<file path="config.mk">
export PLATFORM = sky130hd
export DESIGN_NAME = apb_master_arbiter
export DESIGN_NICKNAME = d
export VERILOG_FILES = /design/src/rtl/apb_master_arbiter.sv
export SDC_FILE = /design/constraint.sdc
export NUM_CORES = 1
export LEC_CHECK = 0
export BUFFER_PORTS_ARGS = -buffer_cell sky130_fd_sc_hd__buf_2
export CAP_MARGIN = 20
export CORE_ASPECT_RATIO = 1.25
export CORE_UTILIZATION = 48
export CTS_CLUSTER_DIAMETER = 40
export DETAILED_ROUTE_END_ITERATION = 8
export PLACE_DENSITY = 0.87
export RECOVER_POWER = 25
export SYNTH_ARGS = -nofsm -noshare
export SYNTH_HDL_FRONTEND = slang
export SYNTH_SLANG_ARGS = --single-unit
</file>
<file path="constraint.sdc">
create_clock -name clk -period 2.07 [get_ports clk]
set_input_delay 0.3105 -clock clk [delete_from_list [all_inputs] [get_ports clk]]
set_output_delay 0.3105 -clock clk [all_outputs]
set_load 0.01 [all_outputs]
</file>
<file path="src/rtl/apb_master_arbiter.sv">
// apb_master_arbiter: round-robin share of one APB master port between two
// requesters; runs IDLE/SETUP/ACCESS and returns rdata/err to the winner.
// Ports: clk, preset_n (sync active-low); reqN_valid/ready/write/addr/wdata
// (command in); rspN_valid/rdata/err (one-cycle completion out); APB master
// paddr/pwrite/psel/penable/pwdata out, pready/prdata/pslverr in.
// Optional: define AY_APB_TIMEOUT_EN to abort ACCESS after TIMEOUT_CYCLES waits.
module apb_master_arbiter #(
  parameter int ADDR_WIDTH     = 16,
  parameter int DATA_WIDTH     = 32,
  parameter int TIMEOUT_CYCLES = 16
) (
  input  logic                  clk,
  input  logic                  preset_n,
  input  logic                  req0_valid,
  output logic                  req0_ready,
  input  logic                  req0_write,
  input  logic [ADDR_WIDTH-1:0] req0_addr,
  input  logic [DATA_WIDTH-1:0] req0_wdata,
  input  logic                  req1_valid,
  output logic                  req1_ready,
  input  logic                  req1_write,
  input  logic [ADDR_WIDTH-1:0] req1_addr,
  input  logic [DATA_WIDTH-1:0] req1_wdata,
  output logic                  rsp0_valid,
  output logic [DATA_WIDTH-1:0] rsp0_rdata,
  output logic                  rsp0_err,
  output logic                  rsp1_valid,
  output logic [DATA_WIDTH-1:0] rsp1_rdata,
  output logic                  rsp1_err,
  output logic [ADDR_WIDTH-1:0] paddr,
  output logic                  pwrite,
  output logic                  psel,
  output logic                  penable,
  output logic [DATA_WIDTH-1:0] pwdata,
  input  logic                  pready,
  input  logic [DATA_WIDTH-1:0] prdata,
  input  logic                  pslverr
);

  typedef enum logic [1:0] {
    IDLE,
    SETUP,
    ACCESS
  } state_t;

  state_t                state;
  logic                  last_grant;
  logic                  owner;
  logic                  timeout;
  logic                  done;
  logic                  arb_pt;
  logic                  grant0;
  logic                  grant1;
  logic [DATA_WIDTH-1:0] rsp_data;
  logic                  rsp_err;

  // Both valid: the requester that did not win last time goes next.
  always_comb begin
    done     = (state == ACCESS) && (pready || timeout);
    arb_pt   = preset_n && ((state == IDLE) || done);
    grant0   = arb_pt && req0_valid && (!req1_valid || last_grant);
    grant1   = arb_pt && req1_valid && (!req0_valid || !last_grant);
    rsp_data = (pwrite || timeout) ? '0 : prdata;
    rsp_err  = pslverr || timeout;
  end

  assign req0_ready = grant0;
  assign req1_ready = grant1;

`ifdef AY_APB_TIMEOUT_EN
  localparam int CW = $clog2(TIMEOUT_CYCLES + 1);
  logic [CW-1:0] cnt;

  assign timeout = (state == ACCESS) && (cnt == CW'(TIMEOUT_CYCLES));

  always_ff @(posedge clk) begin
    if (!preset_n) begin
      cnt <= '0;
    end else if (grant0 || grant1) begin
      cnt <= '0;
    end else if (state == ACCESS && !pready && !timeout) begin
      cnt <= cnt + CW'(1);
    end
  end
`else
  logic unused_timeout;
  assign timeout        = 1'b0;
  assign unused_timeout = (TIMEOUT_CYCLES != 0);
`endif

  always_ff @(posedge clk) begin
    if (!preset_n) begin
      state      <= IDLE;
      last_grant <= 1'b1;
      owner      <= 1'b0;
      psel       <= 1'b0;
      penable    <= 1'b0;
      paddr      <= '0;
      pwrite     <= 1'b0;
      pwdata     <= '0;
      rsp0_valid <= 1'b0;
      rsp0_rdata <= '0;
      rsp0_err   <= 1'b0;
      rsp1_valid <= 1'b0;
      rsp1_rdata <= '0;
      rsp1_err   <= 1'b0;
    end else begin
      rsp0_valid <= 1'b0;
      rsp0_rdata <= '0;
      rsp0_err   <= 1'b0;
      rsp1_valid <= 1'b0;
      rsp1_rdata <= '0;
      rsp1_err   <= 1'b0;
      if (done) begin
        if (!owner) begin
          rsp0_valid <= 1'b1;
          rsp0_rdata <= rsp_data;
          rsp0_err   <= rsp_err;
        end else begin
          rsp1_valid <= 1'b1;
          rsp1_rdata <= rsp_data;
          rsp1_err   <= rsp_err;
        end
      end
      // A grant at completion keeps psel high for a back-to-back SETUP.
      if (grant0 || grant1) begin
        state      <= SETUP;
        psel       <= 1'b1;
        penable    <= 1'b0;
        owner      <= grant1;
        last_grant <= grant1;
        paddr      <= grant1 ? req1_addr  : req0_addr;
        pwrite     <= grant1 ? req1_write : req0_write;
        pwdata     <= grant1 ? req1_wdata : req0_wdata;
      end else begin
        unique case (state)
          SETUP: begin
            state   <= ACCESS;
            penable <= 1'b1;
          end
          ACCESS: begin
            if (done) begin
              state   <= IDLE;
              psel    <= 1'b0;
              penable <= 1'b0;
            end
          end
          default: ;
        endcase
      end
    end
  end

endmodule
</file>
==> results.md <==
* Chip Width at 91.6 µm
* DRC viols at 0
* Number of max-capacitance violations reported at 0
* Post-detailed-placement cell area at 6090 µm²
* Via count of the first global-routing pass at 4762
* First element of the critical path: state[0]$_SDFFE_PN0P_
* Antenna violations before repair at 0
* Startpoint of the tightest hold check path: pslverr
* Number of antenna-violating nets in the routed design at 0
* Clock period minus final worst setup slack at 1.89 ns
* Total via count in the routed design at 5106
* Synthesis-stage register bit count at 122
* R2R Path Start: state[0]$_SDFFE_PN0P_
* Clock tree from TritonCTS: built
* First-pass DRT Iterations at 5
* # nets final at 870
* Die Height at 114 µm
* Tightest Hold Check Type: in2reg
* Number of rows in the core area at 40
* Final weighted congestion in routability-driven placement at 0.859
* Clock skew at 0.0146 ns
* Global-route wire length before repair at 22900 µm
* Buffer depth of the longest clock path at 2
* Clock transition at path regs at 0.05 ns
* Endpoint class of the critical path: output pin
* Post-detailed-route via-to-cell ratio at 5.85
* Antenna diodes at 0
* Wire length per cell at 17.2 µm
* Area of the multi-input gates at 2040 µm²
* Most instantiated library cell after synthesis: sky130_fd_sc_hd__dfxtp_1
* Number of buffers added to fix hold violations after cts at 0
* I/O pin count at 257
* Area fraction of the dominant cell type after synthesis at 0.507
* Critical-path maximum fanout at 16
* Category of the worst setup path launch point: flop
* Final count of pins violating max slew at 0
* Mapped Nets at 652
* Area contributors post-synth: sky130_fd_sc_hd__dfxtp_1 (51%), sky130_fd_sc_hd__a32oi_1 (8.9%), sky130_fd_sc_hd__o31ai_1 (7.8%)
* Sequential standard cell area at 2440 µm²
* Library cell with the largest summed area after synthesis: sky130_fd_sc_hd__dfxtp_1
* Post-layout utilization of the core at 0.683
* Number of sinks driven by the clock tree at 122
* Syn. warnings at 0
* Classification of the worst setup path: reg2out
* Synthesized area per cell at 9.33 µm²
* Number of filler instances in the final layout at 772
* Sequential element share of the synthesized area at 0.507
* Global routing usage summed across all routing layers at 0.279
* Share of final-layout standard cells stronger than drive strength 1 at 0.340
* Maximum number of pins on one net before global-route repair at 62
* Gate Count Post-Synth at 516
* Wirelength, routed at 15000 µm
* Leading register cell type out of synthesis: sky130_fd_sc_hd__dfxtp_1
* GR Overflow Total at 0
* Resized cells post-CTS at 0
* Synth top cells by count: sky130_fd_sc_hd__dfxtp_1 (122), sky130_fd_sc_hd__nor2_1 (66), sky130_fd_sc_hd__o31ai_1 (50)
* Total core area at 9660 µm²
* Outcome: completed
* Dpl cells at 841
* Non-filler cells in the finished layout at 873
* Peak ir drop on the vdd network at 0.552 mV
* Source-to-sink clock delay at the later pin of the worst-skew pair at 0.41 ns
* EDFF count, synth at 0
* Power density of the placed cells at 995 nW/µm²
* Half-perimeter wire length after detailed placement at 9950 µm
* Initial core utilization at 0.498
* Final-report setup violation count at 0
* Finished Cell Area at 6590 µm²
* Final Hold Viols at 0
* Distinct cell type count after synthesis at 26
* Worst-margin pin slew at 0.594 ns
* Netlist area before placement at 4810 µm²
* Post-CTS repair timing setup buffer count at 0
* Max Clk Rate at 530 MHz
* CP required at 1.76 ns
* Proportion of register bits with asynchronous set or reset after synthesis at 0
* Static leakage at 2.78 nW
* Port Buf Inserts at 256
* Setup_tns at 0 ns
* Area growth from synthesis to layout at 37.0%
* Die ar. at 10400 µm²
* Final cycle utilization of the critical path at 0.911
* Clock Root Buffer: sky130_fd_sc_hd__clkbuf_16
* Number of buffers added by the clock tree synthesis step at 17
* H-tree levels at 4
* RSZ-0062 raised after global routing: false
* Starting DRT DRC Count at 326
* Worst max-slew margin expressed relative to the limit at 0.604
* Arrival time of the worst setup path at 1.58 ns
==> where the power goes <==
part / switching, mW / internal, mW
clock: 1.07 / 1.81
combinational: 0.600 / 0.444
sequential: 0.111 / 2.53
total: 1.78 / 4.78
==> registers in the layout (all words and copies together), names as in the netlist, 16 cells and up <==
register,count
rsp0_rdata,32
paddr,16
pwdata,32
rsp1_rdata,32
==> cells in the final DEF (no fill, tap or decap), types with 2 or more instances in the layout <==
| cell type | instances |
|---|---|
| sky130_fd_sc_hd__buf_2 | 199 |
| sky130_fd_sc_hd__dfxtp_1 | 122 |
| sky130_fd_sc_hd__nor2_1 | 66 |
| sky130_fd_sc_hd__clkbuf_1 | 58 |
| sky130_fd_sc_hd__nand4_1 | 50 |
| sky130_fd_sc_hd__o31ai_1 | 50 |
| sky130_fd_sc_hd__a32oi_1 | 49 |
| sky130_fd_sc_hd__a31oi_1 | 49 |
| sky130_fd_sc_hd__nand2b_1 | 33 |
| sky130_fd_sc_hd__clkbuf_16 | 17 |
| sky130_fd_sc_hd__buf_4 | 14 |
| sky130_fd_sc_hd__inv_6 | 4 |
| sky130_fd_sc_hd__nand3_1 | 3 |
| sky130_fd_sc_hd__nand2_1 | 3 |
| sky130_fd_sc_hd__inv_1 | 3 |
| sky130_fd_sc_hd__clkinv_2 | 3 |
| sky130_fd_sc_hd__nor2b_1 | 2 |
| sky130_fd_sc_hd__bufinv_16 | 2 |
| sky130_fd_sc_hd__clkinvlp_4 | 2 |
| sky130_fd_sc_hd__clkinv_4 | 2 |
| sky130_fd_sc_hd__buf_12 | 2 |
==> metal layers <==
metal,vias to the layer above,GRT usage,part of all wire,wire (µm)
li1,2404,-,-,-
met1,2338,0.325,0.39,5800
met2,325,0.479,0.50,7550
met3,39,0.0693,0.082,1220
met4,0,0.131,0.027,408
met5,-,0,0,0
==> layout make-up <==
cell class | instances | share of cell area
clock buffers | 19 | 0.0672
clock inverters | 13 | 0.0216
inverters | 3 | 0.00171
multi-input cells | 318 | 0.310
flip-flops and latches | 122 | 0.370
well taps | 126 | 0.0239
repair buffers | 272 | 0.206
==> worst paths after layout <==
| path | end | slack [ns] | cells past startpoint |
|---|---|---|---|
| min | rsp1_err$_SDFF_PN0_ | 0.14 | 3 |
| max | req1_ready | 0.18 | 3 |
| min reg2reg | psel$_SDFFE_PN0P_ | 0.48 | 2 |
| max reg2reg | paddr[9]$_SDFFE_PN0P_ | 0.33 | 4 |
==> metrics by stage <==
step / power [mW] / worst slack, ns / hold slack, ns
after floorplan: 3.28 / 0.612 / 0.445
after global placement: 3.69 / 0.463 / 0.468
after detailed placement: 3.72 / 0.416 / 0.473
after CTS: 6.59 / 0.0568 / 0.123
after global routing: 6.83 / 0.106 / 0.150
final: 6.56 / 0.184 / 0.137
==> critical path, stage by stage, from the launching register on <==
cell                       delay, ns
sky130_fd_sc_hd__dfxtp_1        0.35
sky130_fd_sc_hd__nand2b_2       0.37
sky130_fd_sc_hd__nor3_2         0.27
sky130_fd_sc_hd__buf_2          0.18
==> logic make-up (layout without fill, tap and decap cells) <==
group | count (synthesis) | count (layout) | synth area share
flops | 122 | 122 | 0.507
buf+inv | 76 | 307 | 0.0741
simple gates | 164 | 164 | 0.178
compound gates | 154 | 154 | 0.241
Note: power is estimated with default switching activity, not from simulation.
